<file path="config.mk">
export PLATFORM = sky130hd
export DESIGN_NAME = shift_pipe
export DESIGN_NICKNAME = d
export VERILOG_FILES = /design/src/rtl/shift_pipe.sv
export SDC_FILE = /design/constraint.sdc
export NUM_CORES = 1
export LEC_CHECK = 0
export CORE_UTILIZATION = 35
export DETAILED_ROUTE_END_ITERATION = 7
export PLACE_DENSITY = 0.65
export SYNTH_ARGS = -nofsm -noshare
export SYNTH_HDL_FRONTEND = slang
export SYNTH_SLANG_ARGS = --single-unit
</file>
<file path="constraint.sdc">
create_clock -name clk -period 3.3 [get_ports clk]
set_input_delay 0.495 -clock clk [delete_from_list [all_inputs] [get_ports clk]]
set_output_delay 0.495 -clock clk [all_outputs]
set_load 0.05 [all_outputs]
</file>
<file path="src/rtl/shift_pipe.sv">
// Pipelined shift/rotate unit: SLL/SRL/SRA/ROL/ROR built from log2(XLEN) shift levels
// spread over PIPE_STAGES registers, stalling as a whole under output backpressure.
module shift_pipe #(
  parameter int XLEN        = 32,
  parameter int PIPE_STAGES = 2,
  parameter int TAG_W       = 5
) (
  input  logic              clk,
  input  logic              rst,
  input  logic              flush,
  input  logic              in_valid,
  output logic              in_ready,
  input  logic [XLEN-1:0]   operand_a,
  input  logic [XLEN-1:0]   operand_b,
  input  logic [2:0]        sel,
  input  logic [TAG_W-1:0]  in_tag,
  output logic              out_valid,
  input  logic              out_ready,
  output logic [XLEN-1:0]   shift_result,
  output logic [TAG_W-1:0]  out_tag
);
  localparam int SHW = $clog2(XLEN);

  // Control that travels with each partial result; fill is the SRA sign bit, else 0.
  typedef struct packed {
    logic             right;
    logic             rot;
    logic             fill;
    logic [SHW-1:0]   shamt;
    logic [TAG_W-1:0] tag;
  } ctl_t;

  logic [PIPE_STAGES-1:0] valid_q, valid_d;
  logic [XLEN-1:0]        data_q  [PIPE_STAGES];
  logic [XLEN-1:0]        data_d  [PIPE_STAGES];
  logic [XLEN-1:0]        data_in [PIPE_STAGES];
  ctl_t                   ctl_q   [PIPE_STAGES];
  ctl_t                   ctl_in  [PIPE_STAGES];
  ctl_t                   req_ctl;
  logic                   adv;
  logic                   unused_b;

  function automatic logic [XLEN-1:0] level_shift(input logic [XLEN-1:0] x,
                                                  input int amt,
                                                  input logic right,
                                                  input logic rot,
                                                  input logic fill);
    logic [XLEN-1:0] fill_mask;
    fill_mask = ~({XLEN{1'b1}} >> amt);
    if (!right)
      return rot ? ((x << amt) | (x >> (XLEN - amt))) : (x << amt);
    else if (rot)
      return (x >> amt) | (x << (XLEN - amt));
    else
      return (x >> amt) | (fill ? fill_mask : '0);
  endfunction

  // Handshake: a transfer happens on an edge where valid && ready. The whole pipe
  // advances only when the output slot is empty or being consumed, so in_ready = adv.
  assign adv          = !out_valid || out_ready;
  assign in_ready     = adv;
  assign out_valid    = valid_q[PIPE_STAGES-1];
  assign shift_result = data_q[PIPE_STAGES-1];
  assign out_tag      = ctl_q[PIPE_STAGES-1].tag;
  assign unused_b     = ^operand_b[XLEN-1:SHW];

  // Unlisted sel codes decode to a plain left shift.
  always_comb begin
    req_ctl.right = (sel == 3'b001) || (sel == 3'b011) || (sel == 3'b101);
    req_ctl.rot   = (sel == 3'b100) || (sel == 3'b101);
    req_ctl.fill  = (sel == 3'b011) && operand_a[XLEN-1];
    req_ctl.shamt = operand_b[SHW-1:0];
    req_ctl.tag   = in_tag;
  end

  always_comb begin
    data_in[0] = operand_a;
    ctl_in[0]  = req_ctl;
    valid_d[0] = in_valid;
    for (int s = 1; s < PIPE_STAGES; s++) begin
      data_in[s] = data_q[s-1];
      ctl_in[s]  = ctl_q[s-1];
      valid_d[s] = valid_q[s-1];
    end
  end

  // Level k (shift by 2^k) belongs to stage floor(k*PIPE_STAGES/SHW).
  always_comb begin
    for (int s = 0; s < PIPE_STAGES; s++) begin
      data_d[s] = data_in[s];
      for (int k = 0; k < SHW; k++) begin
        if (((k * PIPE_STAGES) / SHW == s) && ctl_in[s].shamt[k])
          data_d[s] = level_shift(data_d[s], 1 << k, ctl_in[s].right,
                                  ctl_in[s].rot, ctl_in[s].fill);
      end
    end
  end

  always_ff @(posedge clk or posedge rst) begin
    if (rst) begin
      valid_q <= '0;
      for (int s = 0; s < PIPE_STAGES; s++) begin
        data_q[s] <= '0;
        ctl_q[s]  <= '0;
      end
    end else begin
      if (flush)
        valid_q <= '0;
      else if (adv)
        valid_q <= valid_d;
      if (adv) begin
        for (int s = 0; s < PIPE_STAGES; s++) begin
          data_q[s] <= data_d[s];
          ctl_q[s]  <= ctl_in[s];
        end
      end
    end
  end

endmodule

</file>
## Word-level counts from Yosys, hierarchy flattened

Cells that the tools add are included.

- Bits in latches: 0
- Logic and storage cells: 61
- Bits of input ports: 77
- Memories: 0
- Memory bits (writable): 0
- Memory bits (read-only): 0
- Flip-flop bits (word level): 84

- Shift operators: 0
- Muxes and demuxes: 27
- Div/mod/pow operators: 0
- Order comparisons: 0
- Bitwise operators: 14
- Reduce and logical (&&, ||, !) cells: 7
- Equality and inequality tests: 4
- Add/subtract/negate cells: 0
- $mul: 0

Operators by type and width:

| operator | number |
|---|---|
| 2-to-1 mux 32 bit | 25 |
| OR 16 x 32 -> 32 bit | 2 |
| OR 24 x 32 -> 32 bit | 2 |
| OR 28 x 32 -> 32 bit | 2 |
| OR 30 x 32 -> 32 bit | 2 |
| OR 31 x 32 -> 32 bit | 2 |
| OR 32 x 1 -> 32 bit | 1 |
| OR 32 x 2 -> 32 bit | 1 |
| OR 32 x 4 -> 32 bit | 1 |
| OR 32 x 8 -> 32 bit | 1 |
| equality test 3 bit, second input constant | 2 |
| logical OR 1 bit | 4 |
| 2-to-1 mux 2 bit | 2 |
| equality test 3 x 1 -> 1 bit, second input constant | 1 |
| equality test 3 x 2 -> 1 bit, second input constant | 1 |
| nonzero test 2 bit | 1 |
| logical AND 1 bit | 1 |
| zero test 1 bit | 1 |

## Depth between registers and ports, before layout

- Word-level depth: 15
- Depth in mapped cells: 10
- Mapped depth without buffers: 7

## Least setup slack after synthesis

No wires, ideal clock.

- Path type: register to output
- Start point: register valid_q[1]
- End point: output in_ready
- Buffers on the path: 3
- Slack: 0.824 ns
- Required time: 2.805 ns
- Cell stages (with the launch flop): 6
- Arrival time: 1.981 ns
- Cell sequence: dfrtp_1 > nor2b_1 > clkbuf_1 > inv_2 > clkbuf_1 > buf_1

- Word-level cells in the longest chain between the ends: 2

RTL lines:

| element | RTL line | RTL |
|---|---|---|
| from (decl) | 33 | `logic [PIPE_STAGES-1:0] valid_q, valid_d;` |
| from (signal assigned) | 110 | `valid_q <= valid_d;` |
| zero test 1 bit | 60 | `assign adv = !out_valid \|\| out_ready;` |
| logical OR 1 bit | 60 |  |
| to (decl) | 12 | `output logic in_ready,` |

No other way between the ends.

## Worst setup path after layout

- Start point: input sel[0]
- End point: register data_q, in the netlist data_in[23]

- Word-level cells in the longest chain between the ends: 13

RTL lines:

| element | RTL line | RTL |
|---|---|---|
| from (decl) | 15 | `input logic [2:0] sel,` |
| equality test 3 bit (tied with other cells) | 70 | `req_ctl.rot = (sel == 3'b100) \|\| (sel == 3'b101);` |
| logical OR 1 bit, on equally long branches | 70, 69 |  |
| 2-to-1 mux 32 bit (tied with other cells) | 51 | `return rot ? ((x << amt) \| (x >> (XLEN - amt))) : (x << amt);` |
| 2-to-1 mux 32 bit | 50 | `if (!right)` |
| 2-to-1 mux 32 bit | 92 | `if (((k * PIPE_STAGES) / SHW == s) && ctl_in[s].shamt[k])` |
| OR 32 x 2 -> 32 bit (tied with other cells) | 51 |  |
| 2-to-1 mux 32 bit, on equally long branches | 51, 52 |  |
| 2-to-1 mux 32 bit | 50 |  |
| 2-to-1 mux 32 bit | 92 |  |
| OR 32 x 4 -> 32 bit (tied with other cells) | 51 |  |
| 2-to-1 mux 32 bit, on equally long branches | 51, 52 |  |
| 2-to-1 mux 32 bit | 50 |  |
| 2-to-1 mux 32 bit (*) | 92 |  |
| to (signal, indexed assignment) | 113 | `data_q[s] <= data_d[s];` |
| to (decl) | 34 | `logic [XLEN-1:0] data_q [PIPE_STAGES];` |

Mark *: on every way between the ends. The rest lies on a longest branch, timed or not.
A chain may end at the register's enable or synchronous reset.

==> reports/qor.csv <==
metric;value;unit
outcome;finished clean;
insertion_delay;0.34;ns
drt_iter0_drc;1023;
ir_drop;0.298;mV
clock_sinks;81;
min_from;out_tag[0];
synth_area_per_cell;7.53;sq um
die_x;141;microns
post_cts_buffers;0;
startpoint_type;input pin;
rr_worst_depth;5;
power_per_cell_area;459;mW/mm^2
worstSetupPathType;input pin to flop;
ctsHoldBuffers;0;
hold_path_class;flop to flop;
viasPerCell;6.00;
synth_edf_count;0;
crit_required;3.50;ns
grt_pass1_wl;36.6;mm
synth_fp_nets;981;
dp_hpwl;16.6;mm
ys_seq_area_share;29.8;%
synthFlopType;dfrtp_1;
clock-skew-final;0.00707;ns
cts_buffer_depth;2;
cts.clk_slew.worst_paths;0.06;ns
maxSlewHeadroom;52.8;%
timing.rr.end;shift_result[31];
report.power.total;3.78;mW
min_period;2.59;ns
fin_cells;1210;
rr_startpoint;ctl_in[12];
yosysTopAreaCell;dfrtp_1;
critical_path.max_stage_delay;0.49;ns
gp_congestion;0.899;
drt_pass1_iterations;6;
grt_usage;23.2;%
ioPinCount;116;
place_ws;0.413;ns
area_delta_synth_final;20.9;%
cp.arrival;2.79;ns
finalWirelength;22.9;mm
nets;1022;
r2r_slack;0.97;ns
setup.worst_path.end_class;flop;
chipHeight;141;microns
setup_viol;0;
fillers;1985;
dp_cells;1194;
gr-total-overflow;0;
rows;50;
vias;7258;
clockRootBuffer;clkbuf_16;
leakage;3.31;nW
clock.fmax;386;MHz
synth_top_area_share;29.8;%
fin_util;43.6;%
min_period_over_period;78.5;%
crit_fanout;24;
core_area;0.0189;sq mm
drc;0;
synth_area;0.00681;sq mm
crit_path_top_delay_cell;clkdlybuf4s50_1;
finalMaxSlewViolations;0;
finalHoldViolations;0;
fin_setup_tns;0;ns
diodes;0;
ys_top_cells_by_area;dfrtp_1, nand2_1, a21oi_1;
first_global_vias;6557;
whs_endpoint;out_tag[0];
drive_gt1_share;8.84;%
tightest_slew;0.709;ns
grt_start_max_net_pins;100;
wl_per_cell;18.9;microns
cts_made_buffers;9;
syn_inst;904;
whs_path_depth;2;
synthDistinctLibCells;61;
cts_resized;0;
finalWorstSetupSlack;0.710;ns
cts_tree;yes;
rsz0062_at_grt;no;
path_cells;clkdlybuf4s50_1, a21bo_2, buf_4, nand2_1, a31oi_1, a21o_1, a311oi_1, o21ai_0;
max_cap_viol_count;0;
portBuffers;88;
htreeDepth;3;
die_area;0.0200;sq mm
synthArstFlopShare;100;%
start_util;36.0;%
synth_warnings;0;
synth-seq-cells;81;
antenna_found_initial;0;
postRouteAntennaNets;0;
==> Yosys cell counts (6+ instances only) <==
cell	n
nand2_1	157
nor2_1	108
a21oi_1	86
dfrtp_1	81
o21ai_0	64
clkbuf_1	57
mux2i_1	39
a31oi_1	22
nand3_1	18
a211oi_1	17
a221oi_1	17
buf_2	17
a311oi_1	15
buf_1	15
mux4_2	14
nor3_1	13
and2_1	12
o21a_1	12
o22ai_1	11
o31ai_1	10
nor2b_1	9
o221ai_1	9
a21o_1	8
a22oi_1	8
a211o_1	7
nand3b_1	7
a221o_1	6
inv_1	6
mux2_2	6
==> metrics by stage <==
step	instance area [sq um]	hold slack [ns]
6_report	8230	0.466
5_1_grt	8230	0.489
4_1_cts	8230	0.470
3_5_place_dp	7930	0.455
3_3_place_gp	7930	0.451
2_1_floorplan	6810	0.439
==> placed cells by master (no fill, tap or decap), drive strengths merged, types with 10 or more instances in the layout <==
cell | synthesis | routed
nand2 | 157 | 157
nor2 | 108 | 108
a21oi | 86 | 86
clkdlybuf4s50 | 0 | 85
dfrtp | 81 | 81
o21ai | 65 | 65
mux2i | 39 | 39
buf | 33 | 35
a31oi | 22 | 22
nand3 | 18 | 18
a211oi | 17 | 17
a221oi | 17 | 17
a311oi | 15 | 15
mux4 | 14 | 14
nor3 | 13 | 13
and2 | 13 | 13
o21a | 12 | 12
o22ai | 11 | 11
o31ai | 10 | 10
clkbuf | 57 | 10
==> where the power goes <==
| part | switching [mW] | internal [mW] |
|---|---|---|
| Clock | 0.401 | 0.609 |
| Combinational | 0.934 | 0.556 |
| Sequential | 0.139 | 1.14 |
| Total | 1.47 | 2.31 |
==> sequential cells by signal, indices dropped and copies added (netlist names) <==
name / count
ctl_in: 10
data_in: 32
out_tag: 5
shift_result: 32
valid_q: 2
==> worst max path at each step <==
stage                          from          end  slack (ns)  depth (start not counted)
after floorplan                 rst    ctl_in[0]        0.72                          1
after global placement       sel[0]  data_in[23]        0.46                          8
after detailed placement     sel[0]  data_in[23]        0.41                          8
after CTS                 out_ready     in_ready        0.76                          5
after global routing         sel[0]   data_in[0]        0.62                          8
final                        sel[0]  data_in[23]        0.71                          8
==> routing by layer <==
| layer | routed length [microns] | GRT usage [%] |
|---|---|---|
| met5 | 0 | 0 |
| met4 | 374 | 6.00 |
| met3 | 1930 | 4.25 |
| met2 | 10400 | 36.6 |
| met1 | 10200 | 32.7 |
==> critical path, delay by kind of cell <==
family / cells / cell delay, ns
buf+inv: 2 / 0.75
compound gates: 5 / 1.37
simple gates: 1 / 0.17
==> logic make-up after synthesis <==
kind of cell    synth area share, %
simple gates                   21.3
compound gates                 31.8
buf+inv                        5.77
flops                          29.8
mux                            11.4
==> area by class of cell <==
type	instances	area, sq um	area share [%]
Clock buffer	10	239	2.90
Timing Repair Buffer	120	1150	14.0
Tap cell	260	325	3.95
Clock inverter	6	65.1	0.791
Inverter	8	31.3	0.380
Sequential cell	81	2030	24.6
Multi-Input combinational cell	725	4390	53.4
(Power assumes the default switching activity.)
